**config.mk**
```make
export PLATFORM = sky130hd
export DESIGN_NAME = fan_ctrl
export DESIGN_NICKNAME = d
export VERILOG_FILES = /design/src/rtl/fan_ctrl.sv
export SDC_FILE = /design/constraint.sdc
export NUM_CORES = 1
export LEC_CHECK = 0
export BUFFER_PORTS_ARGS = -buffer_cell sky130_fd_sc_hd__buf_2
export CORE_MARGIN = 2
export CORE_UTILIZATION = 50
export DETAILED_ROUTE_END_ITERATION = 8
export GPL_TIMING_DRIVEN = 0
export MAX_ROUTING_LAYER = met4
export PLACE_DENSITY = 0.71
export SLEW_MARGIN = 40
export SYNTH_ARGS = -nofsm -noshare
export SYNTH_HDL_FRONTEND = slang
export SYNTH_SLANG_ARGS = --single-unit
```
**constraint.sdc**
```tcl
create_clock -name clk -period 4.36 [get_ports clk]
set_input_delay 0.654 -clock clk [delete_from_list [all_inputs] [get_ports clk]]
set_output_delay 0.654 -clock clk [all_outputs]
set_load 0.05 [all_outputs]
```
**src/rtl/fan_ctrl.sv**
```systemverilog
// Fan PWM controller: CSR block (CTRL/DUTY/STATUS), prescaled 8-bit PWM with
// per-period duty shadow, kick-start FSM and tacho-based stall monitor.
module fan_ctrl #(
  parameter logic [4:0] BASE_ADDR = 5'h0
) (
  input  logic       clk,
  input  logic       rst,
  input  logic [4:0] csr_a,
  input  logic [7:0] csr_di,
  input  logic       csr_we,
  output logic [7:0] csr_do,
  input  logic       ce_tick,
  input  logic       ce_1hz,
  input  logic       tacho_pulse,
  output logic       pwm_out
);
  localparam logic [4:0] A_CTRL = BASE_ADDR;
  localparam logic [4:0] A_DUTY = BASE_ADDR + 5'd1;
  localparam logic [4:0] A_STAT = BASE_ADDR + 5'd2;

  typedef enum logic [1:0] {S_OFF = 2'b00, S_KICK = 2'b01, S_RUN = 2'b10} state_e;

  state_e     state_q, state_d;
  logic       en_q, en_d, ak_q, ak_d;
  logic [1:0] presc_q, presc_d;
  logic [7:0] duty_q, duty_d, shadow_q, shadow_d, cnt_q, cnt_d;
  logic [2:0] pdiv_q, pdiv_d, pmask;
  logic [1:0] kick_q, kick_d;
  logic       stall_q, stall_d, seen_q, seen_d, armed_q, armed_d, pwm_q, pwm_d;
  logic       wr_ctrl, wr_duty, wr_stat, step, mon_act, stall_set, enter_run;

  assign wr_ctrl = csr_we && (csr_a == A_CTRL);
  assign wr_duty = csr_we && (csr_a == A_DUTY);
  assign wr_stat = csr_we && (csr_a == A_STAT);

  always_comb begin
    case (presc_q)
      2'd0:    pmask = 3'b000;
      2'd1:    pmask = 3'b001;
      2'd2:    pmask = 3'b011;
      default: pmask = 3'b111;
    endcase
  end

  assign step      = (state_q == S_RUN) && ce_tick && ((pdiv_q & pmask) == pmask);
  assign mon_act   = (state_q == S_RUN) && (shadow_q != 8'h00);
  assign stall_set = mon_act && ce_1hz && armed_q && !seen_q && !tacho_pulse;

  // Transitions follow the registered CTRL, so a CTRL write takes effect one cycle later.
  always_comb begin
    state_d = state_q;
    case (state_q)
      S_OFF:   if (en_q) state_d = ak_q ? S_KICK : S_RUN;
      S_KICK:  if (!en_q) state_d = S_OFF;
               else if (kick_q == 2'd2) state_d = S_RUN;
      S_RUN:   if (!en_q) state_d = S_OFF;
               else if (stall_set && ak_q) state_d = S_KICK;
      default: state_d = S_OFF;
    endcase
  end

  assign enter_run = (state_d == S_RUN) && (state_q != S_RUN);

  always_comb begin
    en_d     = en_q;
    ak_d     = ak_q;
    presc_d  = presc_q;
    duty_d   = duty_q;
    shadow_d = shadow_q;
    cnt_d    = cnt_q;
    pdiv_d   = pdiv_q;
    kick_d   = 2'd0;
    seen_d   = 1'b0;
    armed_d  = 1'b0;
    if (wr_ctrl) begin
      en_d    = csr_di[7];
      ak_d    = csr_di[6];
      presc_d = csr_di[1:0];
    end
    if (wr_duty) duty_d = csr_di;
    // Set wins over a same-cycle write-1-to-clear.
    stall_d = stall_set | (stall_q & ~(wr_stat & csr_di[0]));
    // Only strobes seen while already in KICK count; the entry-cycle strobe is dropped.
    if (state_q == S_KICK)
      kick_d = (ce_1hz && kick_q != 2'd2) ? kick_q + 2'd1 : kick_q;
    if (state_q != S_RUN) begin
      cnt_d  = 8'h00;
      pdiv_d = 3'd0;
    end else if (ce_tick) begin
      pdiv_d = pdiv_q + 3'd1;
      if (step) cnt_d = cnt_q + 8'd1;
    end
    if (enter_run || (step && cnt_q == 8'hFF)) shadow_d = duty_q;
    if (mon_act) begin
      if (ce_1hz) begin
        seen_d  = 1'b0;
        armed_d = 1'b1;
      end else begin
        seen_d  = seen_q | tacho_pulse;
        armed_d = armed_q;
      end
    end
    case (state_q)
      S_RUN:   pwm_d = (cnt_q < shadow_q);
      S_KICK:  pwm_d = 1'b1;
      default: pwm_d = 1'b0;
    endcase
  end

  always_ff @(posedge clk) begin
    if (rst) begin
      state_q  <= S_OFF;
      en_q     <= 1'b0;
      ak_q     <= 1'b0;
      presc_q  <= 2'd0;
      duty_q   <= 8'h00;
      shadow_q <= 8'h00;
      cnt_q    <= 8'h00;
      pdiv_q   <= 3'd0;
      kick_q   <= 2'd0;
      stall_q  <= 1'b0;
      seen_q   <= 1'b0;
      armed_q  <= 1'b0;
      pwm_q    <= 1'b0;
    end else begin
      state_q  <= state_d;
      en_q     <= en_d;
      ak_q     <= ak_d;
      presc_q  <= presc_d;
      duty_q   <= duty_d;
      shadow_q <= shadow_d;
      cnt_q    <= cnt_d;
      pdiv_q   <= pdiv_d;
      kick_q   <= kick_d;
      stall_q  <= stall_d;
      seen_q   <= seen_d;
      armed_q  <= armed_d;
      pwm_q    <= pwm_d;
    end
  end

  always_comb begin
    case (csr_a)
      A_CTRL:  csr_do = {en_q, ak_q, 4'b0000, presc_q};
      A_DUTY:  csr_do = duty_q;
      A_STAT:  csr_do = {5'b00000, state_q, stall_q};
      default: csr_do = 8'h00;
    endcase
  end

  assign pwm_out = pwm_q;
endmodule

```
======== Word level (Yosys, flattened, before mapping) ========
Index checks and enable logic that the tools add are counted.
word-level totals
  ROM bits ................................ 0
  latch bits .............................. 0
  register bits after elaboration ......... 39
  bits of input ports ..................... 19
  RAM bits ................................ 0
  logic and storage cells ................. 73
  output and inout bits ................... 9
  memories kept ........................... 0
operators by class
  $lt $le $gt $ge ......................... 1
  muxes and demuxes ....................... 10
  div/mod/pow operators ................... 0
  reduce and logical (&&, ||, !) cells .... 26
  add/subtract/negate cells ............... 3
  equal/unequal tests ..................... 12
  bitwise operators ....................... 8
  shift-type cells ........................ 0
  multipliers ............................. 0
operators by type and width
  kind                   number
  $pmux W8 S3            1
  $logic_and A1 B1 Y1    14
  $mux W2                6
  $pmux W3 S3            1
  $add A8 B1 Y8 const B  1
  $eq A2 B2 Y1 const B   4
  $eq A8 B8 Y1 const B   1
  $lt A8 B8 Y1           1
  $reduce_bool A8 Y1     1
  $pmux W2 S3            1
  $reduce_or A2 Y1       3
  $eq A5 B1 Y1 const B   1
  $eq A5 B2 Y1 const B   1
  $logic_not A5 Y1       1
  $eq A2 B1 Y1 const B   2
  $logic_not A2 Y1       2
  $ne A2 B2 Y1 const B   2
  $add A3 B1 Y3 const B  1
  $and A3 B3 Y3          1
  $eq A3 B3 Y1           1
  $not A1 Y1             3
  $reduce_or A3 Y1       1
  $add A2 B1 Y2 const B  1
  $and A1 B1 Y1          2
  5 further kinds        7

======== Depth between registers and ports, before layout ========
Gate-level depths: netlist of the first run.
  depth after elaboration ................. 13
  depth in mapped cells ................... 7

======== Worst setup path after synthesis of the first run ========
No wires, ideal clock.
  path type ............................... input -> output
  start point ............................. input csr_a[3]
  end point ............................... output csr_do[6]
  path slack .............................. 1.431 ns
  data arrival time ....................... 2.275 ns
  cell stages on the path ................. 3
  path through ............................ or3_1 -> clkbuf_1 -> nor3_1
between the ends
  cells in the longest elaborated chain, start to end .. 2
  elaborated cells on any way between the ends .. 4
ends and longest elaborated chain
  element                                     RTL line  RTL
  start: declaration                          8         input logic [4:0] csr_a,
  $eq A5 B2 Y1, or another cell as far along  143       case (csr_a)
  $pmux W8 S3 *                               143
  end: declaration                            11        output logic [7:0] csr_do,
Every way passes the cells marked *; elsewhere a longest branch is shown, timed or not.

======== Final worst setup path of the first run ========
  start point ............................. input csr_a[3]
  end point ............................... output csr_do[3]
Same word-level chain as after synthesis.

==> results of run 1 <==
==> per-stage QoR <==
stage	std cells	setup slack, ns	util, %
finish	320	1.77	59.1
global route	320	1.69	59.1
CTS	320	1.77	59.1
global placement	312	1.78	57.1
detailed placement	312	1.77	57.1
floorplan	235	1.43	-
==> cells in the mapped netlist, drive strengths merged, types with 9 or more instances <==
library cell,count,area share (%)
dfxtp,39,37
nor2,36,6.6
mux2i,25,12
nand2b,20,6.0
inv,15,2.7
ha,14,8.4
a21oi,11,2.8
nand2,9,1.6
==> final timing paths <==
kind / from / endpoint / slack, ns / cells past startpoint
hold reg to reg: armed_q / armed_q / 0.47 / 2
setup / recovery: csr_a[3] / csr_do[3] / 1.77 / 6
hold / removal: armed_q / armed_q / 0.47 / 2
setup reg to reg: state_q[0] / shadow_q[6] / 2.22 / 6
==> power by group through the flow <==
| stage | Sequential [mW] | Clock, mW | Combinational, mW |
|---|---|---|---|
| 6_report | 0.358 | 0.230 | 0.0319 |
| 4_1_cts | 0.358 | 0.238 | 0.0323 |
| 3_5_place_dp | 0.366 | 0 | 0.0320 |
| 5_1_grt | 0.358 | 0.257 | 0.0355 |
| 3_3_place_gp | 0.366 | 0 | 0.0320 |
| 2_1_floorplan | 0.366 | 0 | 0.0176 |
==> layout make-up <==
| class | count | area (um^2) | share of cell area [%] |
|---|---|---|---|
| Inverter | 15 | 56.3 | 2.38 |
| Timing Repair Buffer | 27 | 135 | 5.71 |
| Clock inverter | 1 | 5.00 | 0.212 |
| Tap cell | 50 | 62.6 | 2.64 |
| Buffer | 6 | 22.5 | 0.952 |
| Multi-Input combinational cell | 175 | 1230 | 51.9 |
| Clock buffer | 7 | 76.3 | 3.23 |
| Sequential cell | 39 | 781 | 33.0 |
==> state kept, by name, indices dropped and copies added, names as in the netlist <==
| signal | flops |
|---|---|
| state_q | 2 |
| kick_q | 2 |
| en_q | 1 |
| cnt_q | 8 |
| pdiv_q | 3 |
| presc_q | 2 |
| ak_q | 1 |
| pwm_out | 1 |
| armed_q | 1 |
| seen_q | 1 |
| duty_q | 8 |
| shadow_q | 8 |
| stall_q | 1 |
==> cells by family (layout without fill, tap and decap cells) <==
family	count (synthesis)	in the layout
flops	39	39
fa+ha+maj	14	14
xor+xnor	10	10
compound gates	26	26
simple gates	100	100
mux	25	25
buf+inv	21	56
==> worst register-to-register path: cells and delay by family (launching register included) <==
kind,cells,cell delay (ns)
AOI/OAI and AO/OA,2,0.58
adders and majority gates,1,0.33
buffers and inverters,1,0.10
DFF,1,0.42
muxes,1,0.17
and+or+nand+nor,1,0.42
==> per-layer routing <==
metal / GRT usage (%) / vias up
met3: 5.03 / 2
li1: - / 877
met2: 30.9 / 22
met4: 5.25 / 0
met1: 27.1 / 754
met5: - / -
==> reports/results.txt, run 1 <==
CP Class: in2out
clock sink count: 39
Final Slew Violations: 0
status: finished, final reports clean
crit end category: primary output
Int Power: 484 uW
register clock-pin slew on the reported worst setup and hold paths: 0.08 ns
Simple-Gate Fraction of Synth Area: 24.7%
core area: 4000 um^2
CTS tree: done
global-route wire length before repair: 6890 um
die area: 4710 um^2
largest net degree at the start of global routing: 12
Final Setup Violations: 0
most used cell, CP: buf_2
mux contribution to synthesized area: 12.0%
vias in the first global route: 1,496
H-tree levels: 2
WL/cell: 12.9 um
clk root buf: clkbuf_8
Post-DP HPWL: 3200 um
clock skew: 0.0103 ns
synth warn: 0
Site Rows: 23
Post-synth ARST share: 0%
Die Ht: 68.6 um
Final min period: 2.59 ns
Avg Synthesized Cell Area: 8.88 um^2
Slowest Stage Delay on Critical Path: 0.35 ns
Overflow after GRT: 0
f_max: 386 MHz
Final TNS setup: 0 ns
share of cells above drive strength 1: 14.4%
Post-Synth Adder-Cell Area: 8.39%
CP Launch Type: input port
pwr/cell area: 262 nW/um^2
Worst path slowest cell: or3_1
total power after layout: 620 uW
Pleak: 1.05 nW
cts hold-fix bufs: 0
WL met2: 1880 um
die width: 68.6 um
RSZ-0062 raised after global routing: false
worst-path fanout max: 7
crit share post-route: 59.4%
clock share of power: 37.1%
Mapped Cells: 235
boundary pin count: 28
Worst-Margin Slew: 0.509 ns
Synth cell types: 36
Worst-Skew Late Latency: 0.28 ns
Hold WC Path Type: reg2reg
postcts setup bufs: 0
residual DRC count: 0
PostCTS Resize Cnt: 0
Layout Nets: 302
M1 WL: 2080 um
Ant. Diodes: 0
most frequent cells in the layout: dfxtp_1 (39), nor2_1 (35), buf_2 (27), mux2i_1 (25), nand2b_1 (20)
Max Used Layer: met4
CTS buffer count: 5
Comb pwr share: 5.2%
Synth Cell Area: 2090 um^2
CP Cell Sequence: buf_2, or3_1, clkbuf_1, nor2_2, and3_1, buf_2
number of synthesized register bits: 39
Hold Worst Slack: 0.470 ns
Layout area overhead: 13.4%
initial drt markers: 60
Syn Nets: 268
# fillers: 381
cell family with most CP delay: simple AND/OR/NAND/NOR gates
PortBufs: 27
compound-gate portion of the synthesized area: 9.53%
maxcap violations: 0
Seq/Total Area, Yosys: 37.4%
met3 routed WL: 130 um
Synth Area in XOR/XNOR: 4.20%
maximum vdd drop: 0.165 mV
placed inst area: 2280 um^2
Vias/cell: 5.17
All-Layer GR Usage: 20.3%
Reg power frac: 57.7%
Worst EP arrival: 1.94 ns
final hold vios: 0
Vias: 1,655
final WL: 4120 um
antenna violations before repair: 0
Worst EP required: 3.71 ns
sw frac: 21.9%
DRT Pass-1 Iters: 4
sw power: 136 uW
number of synthesized flops with an enable pin: 0
initial core utilization: 52.2%
post-route cell area: 2370 um^2
Clock Path Buffers: 2
routability-driven placement congestion ratio: 0.914
largest family of logic cells by synthesized area: simple AND/OR/NAND/NOR gates
Post-DRT Antenna Nets: 0
ys flop type: dfxtp_1
leading cell type in the layout, fill and taps excluded: dfxtp_1
CP Buf/Inv Count: 3
relative slew slack: 66.1%
Power figures use the tool's default switching activity.
==> run 2: changes to the inputs <==
--- a/config.mk
+++ b/config.mk
@@ -5,6 +5,7 @@
 export SDC_FILE = /design/constraint.sdc
 export NUM_CORES = 1
 export LEC_CHECK = 0
+export ABC_AREA = 1
 export BUFFER_PORTS_ARGS = -buffer_cell sky130_fd_sc_hd__buf_2
 export CORE_MARGIN = 2
 export CORE_UTILIZATION = 50
==> constraint.sdc (replaced) <==
create_clock -name clk -period 2.65 [get_ports clk]
set_input_delay 0.3975 -clock clk [delete_from_list [all_inputs] [get_ports clk]]
set_output_delay 0.3975 -clock clk [all_outputs]
set_load 0.05 [all_outputs]
==> run 2 against run 1 <==
Effect of this change: count of clock-buffer cells in the layout shrank 1; total power grew 75%; critical endpoint is now shadow_q[1]; cell area about the same; wire length rose by 4.2%; sequential power grew 67%; worst setup slack got worse by 1.2 ns; global-route usage grew 1.5 points; area after synthesis decreased by 0.36%; clock power increased by 79%; largest power group unchanged; die area decreased by 0.34%.
==> reports/results.txt, run 2 <==
Final min period: 2.08 ns
initial drt markers: 123 (+110%)
Worst-Skew Late Latency: 0.30 ns (+0.02 ns)
ys flop type: dfxtp_1
PortBufs: 27 (unchanged)
clock sink count: 39 (unchanged)
dominant cell type by area after synthesis: dfxtp_1
Ant. Diodes: 0 (unchanged)
Worst path slowest cell: dfxtp_1
Avg Synthesized Cell Area: 7.25 um^2 (-18%)
Worst-Margin Slew: 0.584 ns (+0.0752 ns)
residual DRC count: 0 (unchanged)
postcts setup bufs: 0 (unchanged)
cts hold-fix bufs: 0 (unchanged)
die area: 4690 um^2 (-0.34%)
CP Cell Sequence: inv_1, ha_1, inv_2, nor3_2, nand2_2, nor3_4, nand3_4, buf_6, a21oi_2, nor2_1
Clock Path Buffers: 2 (unchanged)
f_max: 480 MHz
final WL: 4300 um (+4.2%)
Layout Nets: 354 (+17%)
core area: 4000 um^2 (unchanged)
most frequent cells in the layout: nand2_1 (49), nor2_1 (48), dfxtp_1 (39), inv_1 (30), buf_2 (27)
Post-DRT Antenna Nets: 0 (unchanged)
global-route wire length before repair: 7250 um (+5.2%)
count leader, synth: nand2_1
Vias/cell: 5.01 (-3.2%)
All-Layer GR Usage: 21.9% (+1.5 points)
WL/cell: 11.6 um (-10%)
RSZ-0062 raised after global routing: false
share of cells above drive strength 1: 19.6% (+5.2 points)
Layout area overhead: 13.7%
H-tree levels: 2 (unchanged)
total power after layout: 1.09 mW (+75%)
initial core utilization: 52.0% (-0.19 points)
Syn Nets: 320 (+19%)
Die Ht: 68.5 um (-0.17%)
post-route cell area: 2360 um^2 (about the same)
most common library cells after synthesis: nand2_1 (49), nor2_1 (48), dfxtp_1 (39)
routability-driven placement congestion ratio: 0.809 (-12%)
clock skew: 0.00950 ns (-0.000785 ns)
DRT Pass-1 Iters: 5 (+1)
Post-synth ARST share: 0% (unchanged)
register clock-pin slew on the reported worst setup and hold paths: 0.08 ns (about the same)
Overflow after GRT: 0 (unchanged)
maximum vdd drop: 0.316 mV (+91%)
Vias: 1,858 (+12%)
worst-path fanout max: 10 (+3)
Pleak: 1.07 nW (+1.3%)
Synth Cell Area: 2080 um^2 (-0.36%)
Slowest Stage Delay on Critical Path: 0.35 ns (about the same)
largest net degree at the start of global routing: 12 (unchanged)
CTS tree: done
largest cells by area after synthesis: dfxtp_1 (38%), nand2_1 (8.8%), nor2_1 (8.7%)
Final Slew Violations: 0 (unchanged)
leading cell type in the layout, fill and taps excluded: nand2_1
Seq/Total Area, Yosys: 37.5% (+0.14 points)
vias in the first global route: 1,579 (+5.5%)
antenna violations before repair: 0 (unchanged)
die width: 68.5 um (-0.17%)
Hold WC Path Type: in2reg
final hold vios: 0 (unchanged)
PostCTS Resize Cnt: 0 (unchanged)
crit share post-route: 78.5%
share of the synthesized area in the top cell type: 37.5% (+0.14 points)
Mapped Cells: 287 (+22%)
Worst EP required: 2.85 ns (-0.86 ns)
boundary pin count: 28 (unchanged)
clk root buf: clkbuf_8
CP Class: reg2reg
maxcap violations: 0 (unchanged)
placed inst area: 2280 um^2 (-0.33%)
biggest regs: cnt_q: 8 flops, duty_q: 8 flops, shadow_q: 8 flops
CTS buffer count: 5 (unchanged)
pwr/cell area: 459 nW/um^2 (+75%)
Worst EP arrival: 2.28 ns (+0.34 ns)
crit end category: register
Final Setup Violations: 0 (unchanged)
status: finished, final reports clean
number of synthesized register bits: 39 (unchanged)
synth warn: 0 (unchanged)
relative slew slack: 60.9% (-5.2 points)
Site Rows: 23 (unchanged)
Synth cell types: 33 (-8.3%)
Final TNS setup: 0 ns (unchanged)
number of synthesized flops with an enable pin: 0 (unchanged)
CP Launch Type: register
Post-DP HPWL: 3270 um (+2.2%)
## run 2: changes by cell type after synthesis, moves of 13 or more
cell,change
inv_1,+15
mux2i_1,-25
nand2b_1,-20
nand2_1,+40
o21ai_0,+17
nor2_1,+13
## run 2: area by class of cell
cell class / instances / area, um^2
inverters: 40 / 150
clock inverters: 1 / 5.00
repair buffers: 27 / 135
fillers: 390 / 1640
clock buffers: 6 / 82.6
well taps: 50 / 62.6
plain buffers: 4 / 33.8
flip-flops and latches: 39 / 781
multi-input cells: 204 / 1110
## run 2: power breakdown
group / switching, mW / internal, mW / total, mW
Clock: 0.208 / 0.204 / 0.412
Sequential: 0.00415 / 0.592 / 0.597
Combinational: 0.0468 / 0.0307 / 0.0775
Total: 0.259 / 0.827 / 1.09
## run 2: per-stage QoR
step / setup WS (ns) / std cells / utilization (%) / hold slack (ns)
global placement: 0.609 / 364 / 56.9 / 0.461
floorplan: 0.212 / 287 / - / 0.438
detailed placement: 0.581 / 364 / 56.9 / 0.470
CTS: 0.563 / 371 / 59.1 / 0.319
finish: 0.569 / 371 / 59.1 / 0.337
global route: 0.344 / 371 / 59.1 / 0.328
## run 2: layer usage
metal	part of all wire [%]	up-vias	wire, um	GRT usage [%]
met5	0	-	0	-
met4	1.7	0	74	8.25
met3	4.4	7	189	5.36
met2	45	41	1930	33.2
met1	49	804	2100	28.1
li1	-	1006	-	-
## run 2: worst max-delay path, delay by kind of cell (launching register included)
family | cells | cell delay [ns]
AND/OR/NAND/NOR | 5 | 0.71
buffers and inverters | 3 | 0.44
flip-flops | 1 | 0.35
adder cells (fa/ha/maj) | 1 | 0.30
AO/OA/AOI/OAI | 1 | 0.16
## run 2: kinds of logic (layout without fill, tap and decap cells)
family / count (synthesis) / count (layout) / synth area share, %
xor+xnor: 1 / 1 / 0.421
compound gates: 58 / 58 / 16.5
fa+ha+maj: 14 / 14 / 8.42
simple gates: 131 / 131 / 28.3
buf+inv: 44 / 78 / 8.84
flops: 39 / 39 / 37.5
## run 2: final timing paths
kind	from	endpoint	slack, ns	depth (start not counted)
max	state_q[0]	shadow_q[1]	0.57	10
min	csr_di[2]	duty_q[2]	0.34	3
min reg2reg	stall_q	stall_q	0.49	2
max reg2reg	state_q[0]	shadow_q[1]	0.57	10
==> run 3: changes to the inputs <==
--- a/config.mk
+++ b/config.mk
@@ -5,7 +5,7 @@
 export SDC_FILE = /design/constraint.sdc
 export NUM_CORES = 1
 export LEC_CHECK = 0
-export ABC_AREA = 1
+export ABC_AREA = 0
 export BUFFER_PORTS_ARGS = -buffer_cell sky130_fd_sc_hd__buf_2
 export CORE_MARGIN = 2
 export CORE_UTILIZATION = 50
==> constraint.sdc (replaced) <==
create_clock -name clk -period 2.1 [get_ports clk]
set_input_delay 0.315 -clock clk [delete_from_list [all_inputs] [get_ports clk]]
set_output_delay 0.315 -clock clk [all_outputs]
set_load 0.05 [all_outputs]
==> run 3 against run 2 <==
Effect of this change: global-route usage down 1.4 points; critical endpoint is now shadow_q[6]; worst setup slack worse by 0.43 ns; combinational power down 13%; clock skew up 0.0013 ns; total power up 19%; register-to-register slack worse by 0.43 ns; cell area up 1.3%; first-iteration DRC count down 49%; cell count down 13%.
==> reports/results.txt, run 3 (synthesized netlist as in run 1, its figures left out) <==
Worst path slowest cell: dfxtp_1
Final Setup Violations: 0 (unchanged)
clock skew: 0.0108 ns (+0.00134 ns)
cts hold-fix bufs: 0 (unchanged)
setup ws final: 0.137 ns (-0.432 ns)
status: finished, final reports clean
clock sink count: 39 (unchanged)
residual DRC count: 0 (unchanged)
Slowest Stage Delay on Critical Path: 0.39 ns (+0.04 ns)
routability-driven placement congestion ratio: 0.914 (+13%)
vias in the first global route: 1,505 (-4.7%)
Hold Path Cell Cnt: 2 (-1)
CTS tree: done
global-route wire length before repair: 6910 um (-4.7%)
worst hold start: ce_1hz
R2R cell count: 8 (-2)
WL/cell: 12.9 um (+11%)
Pleak: 1.06 nW (-0.34%)
CP Cell Sequence: inv_1, ha_2, a21oi_2, or3_4, a2111oi_4, a31oi_4, buf_12, mux2i_1
Hold WC Path Type: in2reg
CP Class: reg2reg
relative slew slack: 66.1% (+5.1 points)
total power after layout: 1.29 mW (+19%)
register clock-pin slew on the reported worst setup and hold paths: 0.08 ns (about the same)
# fillers: 374 (-4.1%)
Layout Nets: 303 (-14%)
biggest regs: cnt_q: 8 flops, duty_q: 8 flops, shadow_q: 8 flops
CTS buffer count: 5 (unchanged)
leading cell type in the layout, fill and taps excluded: dfxtp_1
maxcap violations: 0 (unchanged)
dpl ws: -0.0263 ns (-0.608 ns)
Die Ht: 68.6 um (+0.17%)
die area: 4710 um^2 (+0.34%)
Site Rows: 23 (unchanged)
boundary pin count: 28 (unchanged)
end of the worst hold path: seen_q
R2R Setup Slk: 0.14 ns (-0.43 ns)
Final Slew Violations: 0 (unchanged)
All-Layer GR Usage: 20.4% (-1.4 points)
Worst-Skew Late Latency: 0.28 ns (-0.02 ns)
final WL: 4130 um (-3.8%)
Worst-Margin Slew: 0.509 ns (-0.0747 ns)
final hold vios: 0 (unchanged)
Vias/cell: 5.22 (+4.3%)
H-tree levels: 2 (unchanged)
crit share post-route: 93.5% (+15 points)
maximum vdd drop: 0.343 mV (+8.7%)
CP Depth: 8 (-2)
RSZ-0062 raised after global routing: false
Final min period: 1.96 ns (-0.118 ns)
Crit Reg-Reg Endpoint: shadow_q[6]
CP Buf/Inv Count: 2 (-1)
Overflow after GRT: 0 (unchanged)
Clock Path Buffers: 2 (unchanged)
clk root buf: clkbuf_8
CP Launch Type: register
share of cells above drive strength 1: 15.9% (-3.8 points)
Worst EP arrival: 2.13 ns (-0.15 ns)
most frequent cells in the layout: dfxtp_1 (39), nor2_1 (35), buf_2 (27), mux2i_1 (25), nand2b_1 (20)
cell family with most CP delay: compound AO/OA/AOI/OAI gates
pwr/cell area: 539 nW/um^2 (+17%)
PortBufs: 27 (unchanged)
largest net degree at the start of global routing: 12 (unchanged)
Post-DP HPWL: 3200 um (-2.2%)
worst-path fanout max: 8 (-2)
antenna violations before repair: 0 (unchanged)
initial core utilization: 52.2% (+0.19 points)
DRT Pass-1 Iters: 4 (-1)
FF-to-FF Start: state_q[1]
crit end category: register
die width: 68.6 um (+0.17%)
Layout area overhead: 14.7%
core area: 4000 um^2 (unchanged)
Ant. Diodes: 0 (unchanged)
Vias: 1,676 (-9.8%)
initial drt markers: 63 (-49%)
f_max: 509 MHz (+6.0%)
Worst EP required: 2.27 ns (-0.58 ns)
Post-DRT Antenna Nets: 0 (unchanged)
## run 3: changes by cell type in the layout (fill, tap and decap cells not counted), moves of 12 or more
cell / delta
a21oi_1: -12
inv_1: -15
mux2i_1: +25
nand2_1: -40
nand2b_1: +20
nor2_1: -13
o21ai_0: -17
## run 3: timing repair
item	4_1_cts	5_1_grt
gates resized for setup	2	1
buffers inserted	0	1
setup endpoints to repair	8	8
gates cloned	0	0
pin swaps	0	1
## run 3: area by class of cell
cell class | instances | area, um^2 | share of cell area [%]
timing repair buffer | 28 | 155 | 6.48
sequential | 39 | 781 | 32.6
clock inverter | 1 | 5.00 | 0.209
tap | 50 | 62.6 | 2.61
clock buffer | 7 | 76.3 | 3.19
inverter | 15 | 56.3 | 2.35
multi-input combinational | 175 | 1240 | 51.6
buffer | 6 | 22.5 | 0.940
## run 3: how the worst max path moves through the flow
stage | start | endpoint
2_1_floorplan | csr_a[3] | csr_do[6]
3_3_place_gp | state_q[0] | shadow_q[6]
3_5_place_dp | state_q[0] | shadow_q[6]
4_1_cts | state_q[1] | shadow_q[6]
5_1_grt | state_q[1] | shadow_q[6]
6_report | state_q[1] | shadow_q[6]
## run 3: per-layer routing
layer | wire length [um] | track usage [%] | part of all wire (%)
met1 | 2030 | 27.1 | 49
met2 | 1880 | 30.4 | 46
met3 | 149 | 5.03 | 3.6
met4 | 65 | 6.75 | 1.6
met5 | 0 | - | 0
## run 3: power by group
group / internal [mW] / switching, mW
clock: 0.233 / 0.248
sequential: 0.741 / 0.00212
combinational: 0.0321 / 0.0355
## run 3: metrics by stage
stage               hold slack, ns  TNS, ns  util [%]  instance area [um^2]  instances
floorplan                    0.394   -0.303         -                  2090        235
global placement             0.441   -0.169      57.1                  2280        312
detailed placement           0.458   -0.161      57.1                  2280        312
CTS                          0.223        0      59.3                  2370        320
global route                 0.224        0      59.9                  2390        321
finish                       0.227        0      59.9                  2390        321
## run 3: worst reg2reg max path: cells and delay by family, from the launching register on
kind	cells	cell delay, ns
buf+inv	2	0.29
compound gates	3	0.45
fa+ha+maj	1	0.26
simple gates	1	0.34
flops	1	0.39
mux	1	0.12
